$ cat src/rtl/print_number_fmt.sv
// Formats a latched unsigned value as decimal (double-dabble) or hex ASCII digits plus an optional CR/LF, streamed one byte at a time to the UART.
// Latency: WIDTH (dec) or 1 (hex) conversion cycles, then one byte per tx_start/tx_busy handshake; bytes stall in SEND while tx_busy is high.
module print_number_fmt #(
    parameter int WIDTH        = 16,
    parameter int DEC_DIGITS   = 5,
    parameter int TERM         = 2,
    parameter int BUSY_TIMEOUT = 1023
) (
    input  logic             clk,
    input  logic             rst_n,
    input  logic             start,
    input  logic [WIDTH-1:0] value,
    input  logic             hex_mode,
    input  logic             suppress_zeros,
    input  logic             tx_busy,
    output logic             tx_start,
    output logic [7:0]       tx_data,
    output logic             busy,
    output logic             done
);
    localparam int HEX_DIGITS = (WIDTH + 3) / 4;
    localparam int MAXD       = (DEC_DIGITS > HEX_DIGITS) ? DEC_DIGITS : HEX_DIGITS;
    localparam int DB         = DEC_DIGITS * 4;
    localparam int IW         = $clog2(MAXD + 1);
    localparam int CW         = $clog2(WIDTH + 1);
    localparam int TW         = $clog2(BUSY_TIMEOUT + 2);

    typedef enum logic [3:0] {
        S_IDLE, S_CONVERT, S_SELECT, S_SEND, S_WAIT_HI,
        S_WAIT_LO, S_NEXT, S_TERM_SEL, S_DONE
    } state_t;

    state_t            state_q, state_d;
    logic              start_q;
    logic [WIDTH-1:0]  val_q, val_d;
    logic              hex_q, hex_d, sup_q, sup_d, nz_q, nz_d;
    logic [MAXD*4-1:0] dig_q, dig_d;
    logic [CW-1:0]     cnt_q, cnt_d;
    logic [IW-1:0]     idx_q, idx_d;
    logic [1:0]        term_q, term_d;
    logic [TW-1:0]     to_q, to_d;
    logic              tx_start_q, tx_start_d, busy_q, busy_d, done_q, done_d;
    logic [7:0]        tx_data_q, tx_data_d;

    logic [DB-1:0]     bcd;
    logic [3:0]        cur_dig;
    logic [IW-1:0]     msd_idx;
    logic              start_edge;

    function automatic logic [7:0] to_ascii(input logic [3:0] d);
        return (d < 4'd10) ? (8'h30 + {4'h0, d}) : (8'h37 + {4'h0, d});
    endfunction

    assign start_edge = start & ~start_q;
    assign cur_dig    = dig_q[{idx_q, 2'b00} +: 4];
    assign msd_idx    = hex_q ? IW'(HEX_DIGITS - 1) : IW'(DEC_DIGITS - 1);

    // One double-dabble step; the top-digit carry falls off, giving mod 10^DEC_DIGITS.
    always_comb begin
        bcd = dig_q[DB-1:0];
        for (int i = 0; i < DEC_DIGITS; i++) begin
            if (bcd[i*4 +: 4] >= 4'd5) bcd[i*4 +: 4] = bcd[i*4 +: 4] + 4'd3;
        end
        bcd = {bcd[DB-2:0], val_q[WIDTH-1]};
    end

    always_comb begin
        state_d    = state_q;
        val_d      = val_q;
        hex_d      = hex_q;
        sup_d      = sup_q;
        nz_d       = nz_q;
        dig_d      = dig_q;
        cnt_d      = cnt_q;
        idx_d      = idx_q;
        term_d     = term_q;
        to_d       = to_q;
        tx_data_d  = tx_data_q;
        busy_d     = busy_q;
        tx_start_d = 1'b0;
        done_d     = 1'b0;
        case (state_q)
            S_IDLE: begin
                if (start_edge) begin
                    val_d   = value;
                    hex_d   = hex_mode;
                    sup_d   = suppress_zeros;
                    nz_d    = 1'b0;
                    dig_d   = '0;
                    cnt_d   = '0;
                    term_d  = '0;
                    busy_d  = 1'b1;
                    state_d = S_CONVERT;
                end
            end
            S_CONVERT: begin
                if (hex_q) begin
                    dig_d             = '0;
                    dig_d[WIDTH-1:0]  = val_q;
                    idx_d             = msd_idx;
                    state_d           = S_SELECT;
                end else begin
                    dig_d          = '0;
                    dig_d[DB-1:0]  = bcd;
                    val_d          = val_q << 1;
                    cnt_d          = cnt_q + 1'b1;
                    if (cnt_q == CW'(WIDTH - 1)) begin
                        idx_d   = msd_idx;
                        state_d = S_SELECT;
                    end
                end
            end
            S_SELECT: begin
                if (sup_q && cur_dig == 4'd0 && idx_q != '0 && !nz_q) begin
                    idx_d = idx_q - 1'b1;
                end else begin
                    tx_data_d = to_ascii(cur_dig);
                    if (cur_dig != 4'd0) nz_d = 1'b1;
                    state_d = S_SEND;
                end
            end
            S_SEND: begin
                if (!tx_busy) begin
                    tx_start_d = 1'b1;
                    to_d       = '0;
                    state_d    = S_WAIT_HI;
                end
            end
            S_WAIT_HI: begin
                if (tx_busy)                          state_d = S_WAIT_LO;
                else if (to_q == TW'(BUSY_TIMEOUT))   state_d = S_NEXT;
                else                                  to_d    = to_q + 1'b1;
            end
            S_WAIT_LO: begin
                if (!tx_busy) state_d = S_NEXT;
            end
            S_NEXT: begin
                if (idx_q != '0) begin
                    idx_d   = idx_q - 1'b1;
                    state_d = S_SELECT;
                end else begin
                    state_d = S_TERM_SEL;
                end
            end
            S_TERM_SEL: begin
                if (int'(term_q) < TERM) begin
                    tx_data_d = (TERM == 2 && term_q == 2'd0) ? 8'h0D : 8'h0A;
                    term_d    = term_q + 1'b1;
                    state_d   = S_SEND;
                end else begin
                    done_d  = 1'b1;
                    state_d = S_DONE;
                end
            end
            S_DONE: begin
                busy_d  = 1'b0;
                state_d = S_IDLE;
            end
            default: state_d = S_IDLE;
        endcase
    end

    always_ff @(posedge clk or negedge rst_n) begin
        if (!rst_n) begin
            state_q    <= S_IDLE;
            start_q    <= 1'b0;
            val_q      <= '0;
            hex_q      <= 1'b0;
            sup_q      <= 1'b0;
            nz_q       <= 1'b0;
            dig_q      <= '0;
            cnt_q      <= '0;
            idx_q      <= '0;
            term_q     <= '0;
            to_q       <= '0;
            tx_start_q <= 1'b0;
            tx_data_q  <= 8'h30;
            busy_q     <= 1'b0;
            done_q     <= 1'b0;
        end else begin
            state_q    <= state_d;
            start_q    <= start;
            val_q      <= val_d;
            hex_q      <= hex_d;
            sup_q      <= sup_d;
            nz_q       <= nz_d;
            dig_q      <= dig_d;
            cnt_q      <= cnt_d;
            idx_q      <= idx_d;
            term_q     <= term_d;
            to_q       <= to_d;
            tx_start_q <= tx_start_d;
            tx_data_q  <= tx_data_d;
            busy_q     <= busy_d;
            done_q     <= done_d;
        end
    end

    assign tx_start = tx_start_q;
    assign tx_data  = tx_data_q;
    assign busy     = busy_q;
    assign done     = done_q;
endmodule

$ cat config.mk
export PLATFORM = sky130hd
export DESIGN_NAME = print_number_fmt
export DESIGN_NICKNAME = d
export VERILOG_FILES = /design/src/rtl/print_number_fmt.sv
export SDC_FILE = /design/constraint.sdc
export NUM_CORES = 1
export LEC_CHECK = 0
export ABC_AREA = 1
export CAP_MARGIN = 20
export CELL_PAD_IN_SITES_DETAIL_PLACEMENT = 2
export CELL_PAD_IN_SITES_GLOBAL_PLACEMENT = 2
export CORE_AREA = 2 2 114 116
export DETAILED_ROUTE_END_ITERATION = 10
export DIE_AREA = 0 0 116 118
export PLACE_DENSITY = 0.81
export SLEW_MARGIN = 20
export SYNTH_ARGS = -nofsm -noshare
export SYNTH_HDL_FRONTEND = slang
export SYNTH_SLANG_ARGS = --single-unit
$ cat constraint.sdc
create_clock -name clk -period 4.29 [get_ports clk]
set_input_delay 1.287 -clock clk [delete_from_list [all_inputs] [get_ports clk]]
set_output_delay 1.287 -clock clk [all_outputs]
set_load 0.01 [all_outputs]
==> parameters.txt, run 1 <==
Parameter                              Value

Synth
  Number of enable-type register cells in the synthesized netlist    0
  Primary flip-flop cell chosen by synthesis mapping    sky130_fd_sc_hd__dfrtp_1
  Number of storage elements in the synthesis netlist    75
  Cell count after synthesis    555
  Combined area of all synthesized cells    4365 um2
  Synth Area per Inst    7.866 um2
  Seq/Total Area, Yosys    43.05%
  Yosys cell types    47
  Synth Net Count    595
  Warnings from Yosys    0
  Async SR Flop Fraction    100.0%

Global route
  Vias in the first global route    4268
  Met2 track demand over resource    34.28%
  Global-route met1 utilization    25.05%
  Pin count of the biggest net entering global routing    76
  GRT met3 Usage    3.141%
  Overall routing resource usage    19.92%
  First-pass GRT wire length    21500 um
  Antenna violations before repair    0
  Peak-usage layer in the global routing report    met2
  Overflow left after global routing    0

Floorplan
  Placeable Area    12410 um2
  Initial Util    35.16%
  Y dimension of the die    118 um
  Site Rows    41
  Die area    13690 um2
  Top-Level Pins    33
  Chip width    116 um

Setup path
  Depth of the worst register-to-register path    14
  Most frequent cell on the critical path    sky130_fd_sc_hd__nand2_2
  Worst r2r src    idx_q[0]
  CP endpoint kind    register
  CP startpoint kind    input port
  Cell type of the slowest stage on the worst timing path    sky130_fd_sc_hd__nand2_2
  Required time of the critical path    4520 ps
  Sequence of cells on the critical path    clkdlybuf4s50_1 -> inv_1 -> nor2_1 -> nand2_2 -> nand2_2 -> nand4_1 -> o21ai_0 -> a21oi_1
  Maximum single-stage delay on the critical path    520 ps
  Endpoint arrival time on the critical path    3130 ps
  Crit path max fanout    36
  FF-to-FF End    tx_data[6]
  Category of the critical setup timing path    in2reg
  Internal reg-to-reg setup slack    1530 ps

Clock tree
  Total CTS buffers    9
  Reg clk slew, reported paths    50 ps
  Cts-stage hold buffer count    0
  Number of clock sinks    75
  Clock Latency Late Sink    350 ps
  Buffer count from post-CTS setup fixing    0
  Clock Tree Buf Depth    2
  CTS root buffer    sky130_fd_sc_hd__clkbuf_16
  Gates resized, CTS repair    0
  Clock tree from TritonCTS    done
  Total number of H-tree levels    3

Timing
  Crit path time final    2897 ps
  Post-layout worst setup margin    1393 ps
  Max transition margin    50.61%
  F_max    345.2 MHz
  Final Hold Violating Endpoints    0
  Pin slew with the least headroom to its limit    740.8 ps
  Setup repair after global routing missed its margin    no
  Clock Skew    6.528 ps
  Final slew viol count    0
  Setup TNS    0 ps
  Final count of negative-setup-slack endpoints    0
  Fin Hold WS    480.2 ps
  Part of the cycle the worst path needs    67.52%

Run status
  Status    finished, final reports clean

Route
  Total detailed-routing wirelength    12530 um
  Initial DRC count    114
  Number of vias in the routed layout    3858
  Drc violations    0
  Ratio of routed vias to standard cells    5.117
  Detailed-routing iteration count for the pre-antenna-repair pass    4
  Average wire length per cell after detail routing    16.62 um
  Antenna Violating Nets Remaining    0

Final layout
  Final nets    621
  Area grow syn2layout    15.13%
  Number of inserted diodes    0
  Filler Cells Inserted    1431
  Fraction of final layout cells with drive strength greater than 1    6.873%

Power and ir drop
  Power per cell area    788.4 nW/um2
  IR Drop Worst-Case VDD    0.0002272 V
  LEAKAGE    2.364 nW
  Tot Pwr    3.962 mW

Placed design
  Routability Congestion    0.7981
  HPWL after detailed placement    9092 um
  Worst slack at placement    1063 ps
  Count of input and output buffers    31

Job
  Reported max-cap violation count    0

Min path
  Startpoint of the lowest-slack hold path    nz_q
  Worst hold path depth    2
  Worst Hold Endpoint    nz_q
  Path class of the lowest-slack min-delay path    reg2reg
report_power, final:
part	switching (mW)	internal, mW	total [mW]
registers	0.306	1.01	1.32
clock network	0.285	0.378	0.663
logic	1.28	0.702	1.98
total	1.87	2.09	3.96
metrics by stage:
step	std cells	cell area, um2	util (%)
after global routing	754	5026	40.49
after detailed placement	742	4785	38.54
after CTS	754	5022	40.46
after global placement	742	4785	38.54
after floorplan	555	4365	-
final	754	5026	40.49
state kept, by name, summed over array words and instances (netlist names), 2 cells and up:
| signal | count |
|---|---|
| val_q | 16 |
| dig_q | 20 |
| tx_data | 7 |
| state_q | 4 |
| term_q | 2 |
| idx_q | 3 |
| cnt_q | 5 |
| to_q | 11 |
per-layer routing:
layer / part of all wire (%) / up-vias
li1: - / 1889
met1: 46 / 1923
met2: 51 / 31
met3: 1.8 / 15
met4: 1.6 / 0
met5: 0 / -
worst max path at each step:
stage                 to  start  slack (ps)  cells after the start
6_report        cnt_q[3]  start        1390                      8
5_1_grt         cnt_q[3]  start        1150                      8
4_1_cts         cnt_q[3]  start        1370                      8
3_5_place_dp    cnt_q[3]  start        1060                      8
3_3_place_gp    cnt_q[3]  start        1170                      8
2_1_floorplan  dig_q[14]  start        2120                      8
synthesized netlist by cell type (4+ instances only):
| library cell | n | area share, % |
|---|---|---|
| sky130_fd_sc_hd__nor2_4 | 6 | 1.5 |
| sky130_fd_sc_hd__a21oi_1 | 17 | 1.9 |
| sky130_fd_sc_hd__nand3_1 | 30 | 3.4 |
| sky130_fd_sc_hd__o21ai_1 | 4 | 0.46 |
| sky130_fd_sc_hd__nor3_1 | 8 | 0.92 |
| sky130_fd_sc_hd__o211ai_1 | 4 | 0.69 |
| sky130_fd_sc_hd__o22ai_1 | 13 | 1.9 |
| sky130_fd_sc_hd__a32o_1 | 4 | 0.92 |
| sky130_fd_sc_hd__inv_1 | 63 | 5.4 |
| sky130_fd_sc_hd__nand2_1 | 136 | 12 |
| sky130_fd_sc_hd__o21ai_0 | 51 | 5.8 |
| sky130_fd_sc_hd__ha_1 | 18 | 5.2 |
| sky130_fd_sc_hd__a31oi_1 | 17 | 2.4 |
| sky130_fd_sc_hd__xor2_1 | 4 | 0.80 |
| sky130_fd_sc_hd__nand2_2 | 4 | 0.57 |
| sky130_fd_sc_hd__buf_4 | 5 | 0.86 |
| sky130_fd_sc_hd__inv_2 | 6 | 0.52 |
| sky130_fd_sc_hd__clkbuf_1 | 6 | 0.52 |
| sky130_fd_sc_hd__dfrtp_1 | 73 | 42 |
| sky130_fd_sc_hd__nor2_1 | 48 | 4.1 |
critical path: cells and delay by family:
| kind | cells | cell delay [ps] |
|---|---|---|
| compound gates | 2 | 280 |
| buf+inv | 2 | 540 |
| simple gates | 4 | 1010 |
placed cells by master, fill, tap and decap left out, types with 4 or more instances in the layout:
cell type,synthesis,routed
sky130_fd_sc_hd__a21oi_1,17,17
sky130_fd_sc_hd__a31oi_1,17,17
sky130_fd_sc_hd__a32o_1,4,4
sky130_fd_sc_hd__clkbuf_16,0,9
sky130_fd_sc_hd__clkdlybuf4s50_1,0,30
sky130_fd_sc_hd__dfrtp_1,73,73
sky130_fd_sc_hd__ha_1,18,18
sky130_fd_sc_hd__inv_1,63,63
sky130_fd_sc_hd__inv_2,6,6
sky130_fd_sc_hd__nand2_1,136,136
sky130_fd_sc_hd__nand2_2,4,4
sky130_fd_sc_hd__nand3_1,30,30
sky130_fd_sc_hd__nor2_1,48,48
sky130_fd_sc_hd__nor2_4,6,6
sky130_fd_sc_hd__nor3_1,8,8
sky130_fd_sc_hd__o211ai_1,4,4
sky130_fd_sc_hd__o21ai_0,51,51
sky130_fd_sc_hd__o21ai_1,4,4
sky130_fd_sc_hd__o22ai_1,13,13
sky130_fd_sc_hd__xor2_1,4,4
final cells by class:
| class | instances | area (um2) | share of cell area (%) |
|---|---|---|---|
| flip-flops and latches | 75 | 1879 | 37.39 |
| clock inverters | 1 | 5.005 | 0.09958 |
| clock buffers | 11 | 232.7 | 4.630 |
| well taps | 172 | 215.2 | 4.282 |
| inverters | 71 | 269.0 | 5.352 |
| multi-input cells | 393 | 2113 | 42.05 |
| repair buffers | 31 | 311.5 | 6.199 |
cells by family (layout without fill, tap and decap cells):
logic type	count (synthesis)	in the layout	synth area share [%]
simple gates	249	249	26.17
compound gates	121	121	16.19
buf+inv	87	114	8.541
flops	75	75	43.05
fa+ha+maj	18	18	5.159
xor+xnor	4	4	0.8024
other cells	1	1	0.08590
Power figures use the tool's default switching activity.
==> inputs of run 2 (changes only) <==
--- a/config.mk
+++ b/config.mk
@@ -9,10 +9,10 @@
 export CAP_MARGIN = 20
 export CELL_PAD_IN_SITES_DETAIL_PLACEMENT = 2
 export CELL_PAD_IN_SITES_GLOBAL_PLACEMENT = 2
-export CORE_AREA = 2 2 114 116
+export CORE_AREA = 2 2 115 117
 export DETAILED_ROUTE_END_ITERATION = 10
-export DIE_AREA = 0 0 116 118
-export PLACE_DENSITY = 0.81
+export DIE_AREA = 0 0 117 119
+export PLACE_DENSITY = 0.8
 export SLEW_MARGIN = 20
 export SYNTH_ARGS = -nofsm -noshare
 export SYNTH_HDL_FRONTEND = slang
==> constraint.sdc (replaced) <==
create_clock -name clk -period 2.7 [get_ports clk]
set_input_delay 0.81 -clock clk [delete_from_list [all_inputs] [get_ports clk]]
set_output_delay 0.81 -clock clk [all_outputs]
set_load 0.01 [all_outputs]
==> run 2 against run 1 <==
Power increased by 63%. Hold slack worse by 82 ps. Sequential power is 58% higher. Routed wire length rose by 2.6%. Register-to-register slack lost 1300 ps. Global-route usage grew 0.27 points. Sequential share of layout area down 0.68 points. Core utilization is 0.70 points lower. Critical path depth grew 4. Highest routed layer unchanged.
==> parameters.txt, run 2 (synthesis results as in run 1) <==
Parameter                              Value

Clock tree
  CTS root buffer    sky130_fd_sc_hd__clkbuf_16
  Reg clk slew, reported paths    60 ps
  Cts-stage hold buffer count    0
  Number of clock sinks    75
  Clock Tree Buf Depth    2
  Total number of H-tree levels    3
  Total CTS buffers    9
  Clock Latency Late Sink    350 ps
  Clock tree from TritonCTS    done

Timing
  Setup repair after global routing missed its margin    no
  F_max    411.3 MHz
  Max transition margin    54.82%
  Setup TNS    0 ps
  Pin slew with the least headroom to its limit    676.9 ps
  Clock Skew    6.474 ps
  Final count of negative-setup-slack endpoints    0
  Final slew viol count    0
  Final Hold Violating Endpoints    0
  Part of the cycle the worst path needs    90.05%
  Crit path time final    2431 ps

Route
  Average wire length per cell after detail routing    16.78 um
  Ratio of routed vias to standard cells    5.102
  Met3 WL post-DR    242 um
  Detailed-routing iteration count for the pre-antenna-repair pass    4
  Drc violations    0
  Initial DRC count    165
  Met1 routed wirelength after detailed routing    5653 um
  Highest metal layer with signal wires    met4
  Total detailed-routing wirelength    12860 um
  Antenna Violating Nets Remaining    0
  Number of vias in the routed layout    3908
  Met2 wirelength from detailed routing    6698 um

Setup path
  Required time of the critical path    2990 ps
  CP endpoint kind    register
  Crit path max fanout    12
  Endpoint arrival time on the critical path    2720 ps
  CP startpoint kind    register
  Category of the critical setup timing path    reg2reg

Final layout
  Non-filler cells, final    766
  Most used cells in the layout excluding fill and tap cells    sky130_fd_sc_hd__nand2_1, sky130_fd_sc_hd__dfrtp_1, sky130_fd_sc_hd__inv_1, sky130_fd_sc_hd__o21ai_0, sky130_fd_sc_hd__nor2_1
  Number of inserted diodes    0
  Commonest non-fill, non-tap cell in the layout    sky130_fd_sc_hd__nand2_1
  Area grow syn2layout    17.34%
  Largest Register    dig_q
  Largest registers    dig_q: 20 flops, val_q: 16 flops, to_q: 11 flops
  Design area    5122 um2
  Final nets    625
  Flip-flop count of the largest register, all copies and words added    20
  Fraction of final layout cells with drive strength greater than 1    8.305%

Global route
  Pin count of the biggest net entering global routing    48
  Overflow left after global routing    0
  Overall routing resource usage    20.18%
  Vias in the first global route    4340
  Antenna violations before repair    0
  First-pass GRT wire length    21780 um

Placed design
  Number of cells in the design after placement    750
  Count of input and output buffers    31
  Routability Congestion    0.7984
  HPWL after detailed placement    9484 um
  Cell Area, Placed    4845 um2

Floorplan
  Die area    13920 um2
  Top-Level Pins    33
  Placeable Area    12870 um2
  Y dimension of the die    119 um
  Chip width    117 um
  Site Rows    42
  Initial Util    33.91%

Power and ir drop
  Sequential group share of total power    32.4%
  Power per cell area    1261 nW/um2
  P_sw    3.017 mW
  IR Drop Worst-Case VDD    0.0003332 V
  Combinational fraction of design power    49.7%
  LEAKAGE    2.409 nW
  Clk network pwr share    17.9%
  Fraction of power spent switching nets    46.70%
  Internal power contribution    3.444 mW

Job
  Reported max-cap violation count    0

Run status
  Status    finished, final reports clean

Min path
  Path class of the lowest-slack min-delay path    in2async
run 2: changes by cell type in the layout (fill, tap and decap cells not counted), sizes merged:
cell | before | now
buf | 1 | 5
clkbuf | 11 | 14
clkinv | 2 | 3
run 2: worst paths after layout:
path / from / endpoint / slack, ps / depth (start not counted)
max in group asynchronous: rst_n / idx_q[0] / 1690 / 2
min: rst_n / to_q[9] / 400 / 1
max: idx_q[0] / tx_data[0] / 270 / 12
min reg2reg: to_q[4] / to_q[4] / 460 / 1
min in group clk: to_q[4] / to_q[4] / 460 / 1
max reg2reg: idx_q[0] / tx_data[0] / 270 / 12
run 2: stage by stage:
step	util [%]	setup slack, ps	power [mW]	hold WS, ps
finish	39.79	268.6	6.461	398.2
detailed placement	37.63	42.87	5.335	455.6
floorplan	-	892.0	4.333	432.6
global placement	37.63	208.5	5.122	450.7
CTS	39.76	38.69	6.573	406.9
global route	39.79	104.4	7.092	419.4
run 2: per-layer routing:
layer  vias to the layer above  global-route usage [%]
li1                       1900                       -
met1                      1953                   24.59
met2                        41                   35.44
met3                        14                   2.850
met4                         0                   7.941
met5                         -                       0
run 2: worst max-delay path, cell delays in order, from the launching register on:
cell,delay (ps)
sky130_fd_sc_hd__dfrtp_2,500
sky130_fd_sc_hd__nor3_2,330
sky130_fd_sc_hd__inv_1,80
sky130_fd_sc_hd__o21ai_0,300
sky130_fd_sc_hd__inv_1,140
sky130_fd_sc_hd__ha_1,210
sky130_fd_sc_hd__nand3_1,100
sky130_fd_sc_hd__nor2_1,70
sky130_fd_sc_hd__nand3_1,160
sky130_fd_sc_hd__nand2_2,170
sky130_fd_sc_hd__inv_1,150
sky130_fd_sc_hd__nand3_1,80
sky130_fd_sc_hd__nand2_1,70
run 2: final cells by class:
type	instances	area, um2
Fill cell	1507	7752
Sequential cell	75	1881
Timing Repair Buffer	35	362.8
Clock buffer	14	264.0
Inverter	71	269.0
Clock inverter	2	10.01
Multi-Input combinational cell	393	2116
Tap cell	176	220.2
run 2: power groups by stage:
stage | logic (mW) | clock network, mW | registers [mW]
floorplan | 2.39 | 0 | 1.95
global placement | 3.04 | 0 | 2.08
detailed placement | 3.22 | 0 | 2.12
CTS | 3.27 | 1.20 | 2.10
global route | 3.67 | 1.24 | 2.18
finish | 3.21 | 1.16 | 2.09
run 2: what timing repair did:
| item | in CTS | in global routing |
|---|---|---|
| buffers inserted | 0 | 0 |
| endpoints found under the hold margin | 0 | 0 |
| resized for setup | 0 | 2 |
| endpoints found under the setup margin | 0 | 7 |
